### config.mk
export PLATFORM = sky130hd
export DESIGN_NAME = mult_req_sched_flat
export DESIGN_NICKNAME = d
export VERILOG_FILES = /design/src/rtl/mult_req_sched_if.sv /design/src/rtl/mult_req_sched.sv /design/src/flat_wrapper.sv
export SDC_FILE = /design/constraint.sdc
export NUM_CORES = 1
export LEC_CHECK = 0
export BUFFER_PORTS_ARGS = -buffer_cell sky130_fd_sc_hd__buf_2
export CORE_MARGIN = 4
export CORE_UTILIZATION = 41
export DETAILED_ROUTE_END_ITERATION = 6
export HOLD_SLACK_MARGIN = 0.06
export PLACE_DENSITY_LB_ADDON = 0.12
export SLEW_MARGIN = 10
export SYNTH_ARGS = -nofsm -noshare
export SYNTH_HDL_FRONTEND = slang
export SYNTH_SLANG_ARGS = --single-unit
### constraint.sdc
create_clock -name Clk -period 1.4 [get_ports Clk]
set_clock_uncertainty 0.05 [all_clocks]
set_input_delay 0 -clock Clk [delete_from_list [all_inputs] [get_ports Clk]]
set_output_delay 0 -clock Clk [all_outputs]
set_load 0.005 [all_outputs]
### src/rtl/mult_req_sched_if.sv
// Requester-side bus for mult_req_sched: per-requester Req/operands in,
// one-hot Gnt/Done plus the shared Result and Busy out.
interface mult_req_sched_if #(
  parameter int N_REQ = 2
);
  logic [N_REQ-1:0]   Req;
  logic [8*N_REQ-1:0] Mcand;
  logic [8*N_REQ-1:0] Mplier;
  logic [N_REQ-1:0]   Gnt;
  logic [N_REQ-1:0]   Done;
  logic [15:0]        Result;
  logic               Busy;

  modport master (
    output Req, Mcand, Mplier,
    input  Gnt, Done, Result, Busy
  );

  modport slave (
    input  Req, Mcand, Mplier,
    output Gnt, Done, Result, Busy
  );
endinterface

### src/rtl/mult_req_sched.sv
// Shares one 8x8 signed shift-add multiplier datapath between N_REQ requesters.
// Define MULT_SCHED_RR_EN for round-robin arbitration; default is fixed priority.
module mult_req_sched #(
  parameter int N_REQ = 2
) (
  input  logic                   Clk,
  input  logic                   Reset,
  mult_req_sched_if.slave        bus,
  output logic [7:0]             S_out,
  output logic                   Ld_B,
  output logic                   Clear_A,
  output logic                   Ld_A,
  output logic                   Shift_En,
  output logic                   select_op,
  input  logic                   M,
  input  logic [7:0]             Aval,
  input  logic [7:0]             Bval
);

  localparam int OW = (N_REQ > 1) ? $clog2(N_REQ) : 1;

  typedef enum logic [2:0] {
    IDLE,
    LOAD_B,
    CLEAR,
    ADD,
    SHIFT,
    DONE
  } state_t;

  state_t             state, state_nxt;
  logic [7:0]         mcand_q, mplier_q;
  logic [OW-1:0]      owner;
  logic [2:0]         k;
  logic [N_REQ-1:0]   done_q;
  logic [15:0]        result_q;
  logic               win_found;
  logic [OW-1:0]      win_idx;

`ifdef MULT_SCHED_RR_EN
  logic [OW-1:0]      rr_ptr;
  logic [OW-1:0]      cand;

  // Search upward from the pointer, wrapping, and take the first active request.
  always_comb begin
    win_found = 1'b0;
    win_idx   = '0;
    cand      = '0;
    for (int i = 0; i < N_REQ; i++) begin
      cand = OW'((int'(rr_ptr) + i) % N_REQ);
      if (!win_found && bus.Req[cand]) begin
        win_found = 1'b1;
        win_idx   = cand;
      end
    end
  end
`else
  always_comb begin
    win_found = |bus.Req;
    win_idx   = '0;
    for (int i = N_REQ - 1; i >= 0; i--) begin
      if (bus.Req[i]) win_idx = OW'(i);
    end
  end
`endif

  // NOTE: every signal this block writes gets a default first, so no path can infer a latch.
  always_comb begin
    state_nxt = state;
    S_out     = '0;
    Ld_B      = 1'b0;
    Clear_A   = 1'b0;
    Ld_A      = 1'b0;
    Shift_En  = 1'b0;
    select_op = 1'b0;
    case (state)
      IDLE:   if (win_found) state_nxt = LOAD_B;
      LOAD_B: begin
        S_out     = mplier_q;
        Ld_B      = 1'b1;
        state_nxt = CLEAR;
      end
      CLEAR: begin
        Clear_A   = 1'b1;
        state_nxt = ADD;
      end
      ADD: begin
        // The sign bit of a two's-complement multiplier carries weight -2^7.
        S_out     = mcand_q;
        Ld_A      = M;
        select_op = (k == 3'd7);
        state_nxt = SHIFT;
      end
      SHIFT: begin
        Shift_En  = 1'b1;
        state_nxt = (k == 3'd7) ? DONE : ADD;
      end
      DONE:    state_nxt = IDLE;
      default: state_nxt = IDLE;
    endcase
  end

  // NOTE: sequential state uses non-blocking assignments so every register
  // samples pre-edge values regardless of statement order.
  always_ff @(posedge Clk) begin
    if (Reset) begin
      state    <= IDLE;
      mcand_q  <= '0;
      mplier_q <= '0;
      owner    <= '0;
      k        <= '0;
      done_q   <= '0;
      result_q <= '0;
`ifdef MULT_SCHED_RR_EN
      rr_ptr   <= '0;
`endif
    end else begin
      state  <= state_nxt;
      done_q <= '0;
      case (state)
        IDLE: if (win_found) begin
          mcand_q  <= bus.Mcand[{win_idx, 3'b000} +: 8];
          mplier_q <= bus.Mplier[{win_idx, 3'b000} +: 8];
          owner    <= win_idx;
`ifdef MULT_SCHED_RR_EN
          rr_ptr   <= OW'((int'(win_idx) + 1) % N_REQ);
`endif
        end
        CLEAR: k <= '0;
        SHIFT: if (k != 3'd7) k <= k + 3'd1;
        DONE: begin
          result_q <= {Aval, Bval};
          done_q   <= N_REQ'(1) << owner;
        end
        default: ;
      endcase
    end
  end

  assign bus.Gnt    = (state == LOAD_B) ? (N_REQ'(1) << owner) : '0;
  assign bus.Done   = done_q;
  assign bus.Result = result_q;
  assign bus.Busy   = (state != IDLE);

endmodule

### src/flat_wrapper.sv
// flat-port wrapper written by rule: the top's interface ports become plain ports
module mult_req_sched_flat 
#(
  parameter int N_REQ = 2
)
  (Clk, Reset, S_out, Ld_B, Clear_A, Ld_A, Shift_En, select_op, M, Aval, Bval, bus_Req, bus_Mcand, bus_Mplier, bus_Gnt, bus_Done, bus_Result, bus_Busy);
  mult_req_sched_if #(.N_REQ(N_REQ)) bus_i ();
  input  logic Clk;
  input  logic Reset;
  output logic [7:0] S_out;
  output logic Ld_B;
  output logic Clear_A;
  output logic Ld_A;
  output logic Shift_En;
  output logic select_op;
  input  logic M;
  input  logic [7:0] Aval;
  input  logic [7:0] Bval;
  input wire logic [$bits(bus_i.Req)-1:0] bus_Req;
  input wire logic [$bits(bus_i.Mcand)-1:0] bus_Mcand;
  input wire logic [$bits(bus_i.Mplier)-1:0] bus_Mplier;
  output wire logic [$bits(bus_i.Gnt)-1:0] bus_Gnt;
  output wire logic [$bits(bus_i.Done)-1:0] bus_Done;
  output wire logic [$bits(bus_i.Result)-1:0] bus_Result;
  output wire logic [$bits(bus_i.Busy)-1:0] bus_Busy;
  assign bus_i.Req = bus_Req;
  assign bus_i.Mcand = bus_Mcand;
  assign bus_i.Mplier = bus_Mplier;
  assign bus_Gnt = bus_i.Gnt;
  assign bus_Done = bus_i.Done;
  assign bus_Result = bus_i.Result;
  assign bus_Busy = bus_i.Busy;
  mult_req_sched #(.N_REQ(N_REQ)) u_core (.Clk(Clk), .Reset(Reset), .bus(bus_i), .S_out(S_out), .Ld_B(Ld_B), .Clear_A(Clear_A), .Ld_A(Ld_A), .Shift_En(Shift_En), .select_op(select_op), .M(M), .Aval(Aval), .Bval(Bval));
endmodule
==> results by group <==
Synthesis
  – Async SR Flop Fraction: 0%
  – Avg Cell Area, Syn: 9.88 sq um
  – Yosys Warn Count: 0
  – Synthesized flop and latch total: 41
  – Syn_nets: 241
  – Ys flop type: dfxtp_1
  – Post-synth EDFFs: 0
  – Syn Inst Count: 186
  – Yosys cell types: 32
  – Sequential fraction of the synthesis area: 44.7%
  – Netlist Area Pre-Place: 1840 sq um

Detailed routing
  – Vias per cell: 4.72
  – TritonRoute pass-1 iters: 4
  – Via count: 1835
  – Residual DRC count: 0
  – Antenna violation net count after detailed routing: 0
  – Met1 wire length: 2180 um
  – DR WL met2: 2570 um
  – Routed wire per std cell: 13.3 um
  – Uppermost routed layer: met4
  – DRT iter0 DRCs: 85
  – Final wirelength: 5180 um
  – Met3 routed WL: 370 um

Global route
  – Vias in the first global route: 1841
  – Antenna violations before repair: 0
  – Largest net degree at the start of global routing: 18
  – First-pass GRT wire length: 8210 um
  – GR Util All Layers: 19.1%
  – Grt total ovfl: 0

Worst setup path
  – Crit path DAT: 1.53 ns
  – R2R Path End: u_core.k[0]
  – Largest stage delay, worst path: 0.34 ns
  – FF-to-FF Start: u_core.k[1]
  – Worst-path fanout max: 3
  – Critical Path RT: 1.53 ns
  – Flop-to-flop setup slack: -0.0005 ns
  – Crit path kind: reg2reg
  – Worst-path cell chain: ha_4 -> ha_4 -> nor4b_4 -> nor3_2 -> mux2_4
  – Critical path startpoint category: flip-flop
  – R2R depth: 5
  – Critical path's slowest cell: dfxtp_2
  – CP most frequent cell: ha_4
  – Crit path capture type: flip-flop

Timing
  – Final Cycle Share: 100%
  – RSZ-0062 raised after global routing: yes
  – Setup Viol. Count Final: 2
  – Post-layout minimum cycle time: 1.40 ns
  – Final slew viol count: 0
  – Final hold violations: 0
  – Worst setup margin: -0.000508 ns
  – Slew HR: 77.5%
  – Final Hold Slack: 0.256 ns
  – Measured slew at the worst slew-check pin: 0.329 ns
  – Max Freq: 714 MHz

Clocking
  – CTS Sinks: 41
  – Clk Tree Root Cell: clkbuf_8
  – Clock-pin slew of the registers on the worst-case setup and hold paths: 0.07 ns
  – TritonCTS Buffers: 5
  – Clk_lat worst skew: 0.29 ns
  – TritonCTS clock tree: done
  – Longest Clk Path Bufs: 2
  – H-tree levels: 2

Pwr
  – Power density over cell area: 897 nW/um^2
  – Int Power: 2.15 mW
  – Flop pwr share: 45.3%
  – Clock power share: 34.4%
  – Comb power frac: 20.3%
  – Switching pwr: 658 uW
  – Pleak: 1.47 nW
  – Worst vdd rail ir drop: 0.000539 V
  – Post-route total power: 2.81 mW
  – Switching Share: 23.4%

Finish
  – Sequential cell area: 832 sq um
  – Fillers: 329
  – Ant. Diodes: 0
  – Final Cell Area: 3130 sq um
  – Nets@finish: 391
  – Layout cells sized above 1: 39.2%
  – Footprint of the multi-input gates: 948 sq um
  – Area delta synth->final: 70.4%

Die
  – Core Region: 4350 sq um
  – Row cnt: 24
  – Num ports: 87
  – Die W: 75.0 um
  – Initial Util: 42.2%
  – Die Area: 5620 sq um
  – Die Ht: 75.0 um

Place
  – Port buffer count: 86
  – Area post-placement: 2410 sq um
  – DPL Wire Length: 3070 um
  – GPL Wtd Cong: 0.681
  – Worst slack, placed: -0.0570 ns

Flow run
  – Max cap viols: 0

Hold path
  – WHS Endpoint: Ld_A
  – Hold crit path type: in2out
  – Hold path cells: 3
  – Hold Path Origin: M

Outcome
  – Outcome: complete, but fails checks
  – Failing checks: setup timing
-- worst max-delay path, delay by kind of cell (launching register included) --
kind          cells  cell delay, ns
simple gates      2            0.33
fa+ha+maj         2            0.32
flops             1            0.34
mux               1            0.26
-- power groups by stage --
stage	sequential [mW]	clock, mW	combinational, mW
after detailed placement	1.30	0	0.409
after global placement	1.30	0	0.406
final	1.27	0.966	0.569
after CTS	1.28	0.997	0.529
after floorplan	1.28	0	0.262
after global routing	1.28	1.05	0.622
-- worst max path at each step --
stage,from,to,slack [ns],cells past startpoint
final,u_core.k[1],u_core.k[0],-0.0005,5
after global routing,u_core.k[1],u_core.k[0],-0.06,5
after CTS,u_core.k[1],select_op,-0.01,5
after detailed placement,u_core.k[1],u_core.k[0],-0.06,5
after global placement,u_core.k[1],u_core.k[0],-0.03,5
after floorplan,u_core.k[0],u_core.k[0],-0.02,5
-- cells in the mapped netlist (2+ instances only) --
cell type   n  area share (%)
inv_1       2            0.41
nand2b_1    2            0.68
nand2_1    32             6.5
a21oi_1    17             4.6
buf_2       4             1.1
buf_6       4             2.5
mux2i_1    24              13
a22o_1      2            0.95
nor3b_2     2             1.4
ha_1        2             1.4
and3_1      3             1.0
nor3_1      4             1.1
dfxtp_1    41              45
nor2_1     10             2.0
buf_4       5             2.0
o2bb2ai_1  16             7.6
-- registers in the layout, indices dropped and copies added (netlist names) --
register and flops:
u_core.bus.Result 16, u_core.mcand_q 8, u_core.owner 1, u_core.k 3
u_core.state 3, u_core.mplier_q 8, u_core.bus.Done 2
-- kinds of logic after synthesis --
group / count (synthesis) / share of synthesized area, %
DFF: 41 / 44.7
buffers and inverters: 16 / 6.19
muxes: 25 / 13.7
and+or+nand+nor: 62 / 18.7
AOI/OAI and AO/OA: 40 / 15.5
adders and majority gates: 2 / 1.36
-- layout make-up --
type,instances,area share [%]
Clock buffer,7,2.76
Clock inverter,1,0.959
Inverter,2,0.240
Multi-Input combinational cell,129,30.3
Sequential cell,41,26.6
Tap cell,52,2.08
Timing Repair Buffer,157,37.1
-- layout by cell type (no fill, tap or decap), types with 2 or more instances in the layout --
cell type and instances:
buf_2 86, dlygate4sd3_1 51, dfxtp_1 36, nand2_1 32
mux2i_1 24, a21oi_1 17, o2bb2ai_1 16, buf_4 14
nor2_1 9, clkbuf_8 6, buf_12 4, nor3_1 3
and3_1 3, dfxtp_2 3, nand2b_1 2, inv_1 2
nor3b_2 2, a22o_1 2, ha_4 2, dfxtp_4 2
-- repair_timing --
action | in CTS | in global routing
pin swaps | 2 | 1
setup buffers | 1 | 4
hold endpoints to repair | 35 | 0
cloned | 0 | 1
gates resized for setup | 8 | 2
setup endpoints to repair | 15 | 12
hold buffers | 51 | 0
-- metal layers --
layer  up-vias  global-route usage, %
li1        951                      -
met1       809                   21.7
met2        68                   34.5
met3         7                   4.81
met4         0                   6.52
met5         -                      0
-- through the flow --
step / cells / setup TNS, ns / util, %
after CTS: 384 / -0.0232 / 70.5
after global placement: 324 / -0.0309 / 55.5
after floorplan: 186 / -0.0190 / -
after detailed placement: 324 / -0.0570 / 55.5
final: 389 / -0.000965 / 71.9
after global routing: 389 / -0.160 / 71.9
Power figures use the tool's default switching activity.
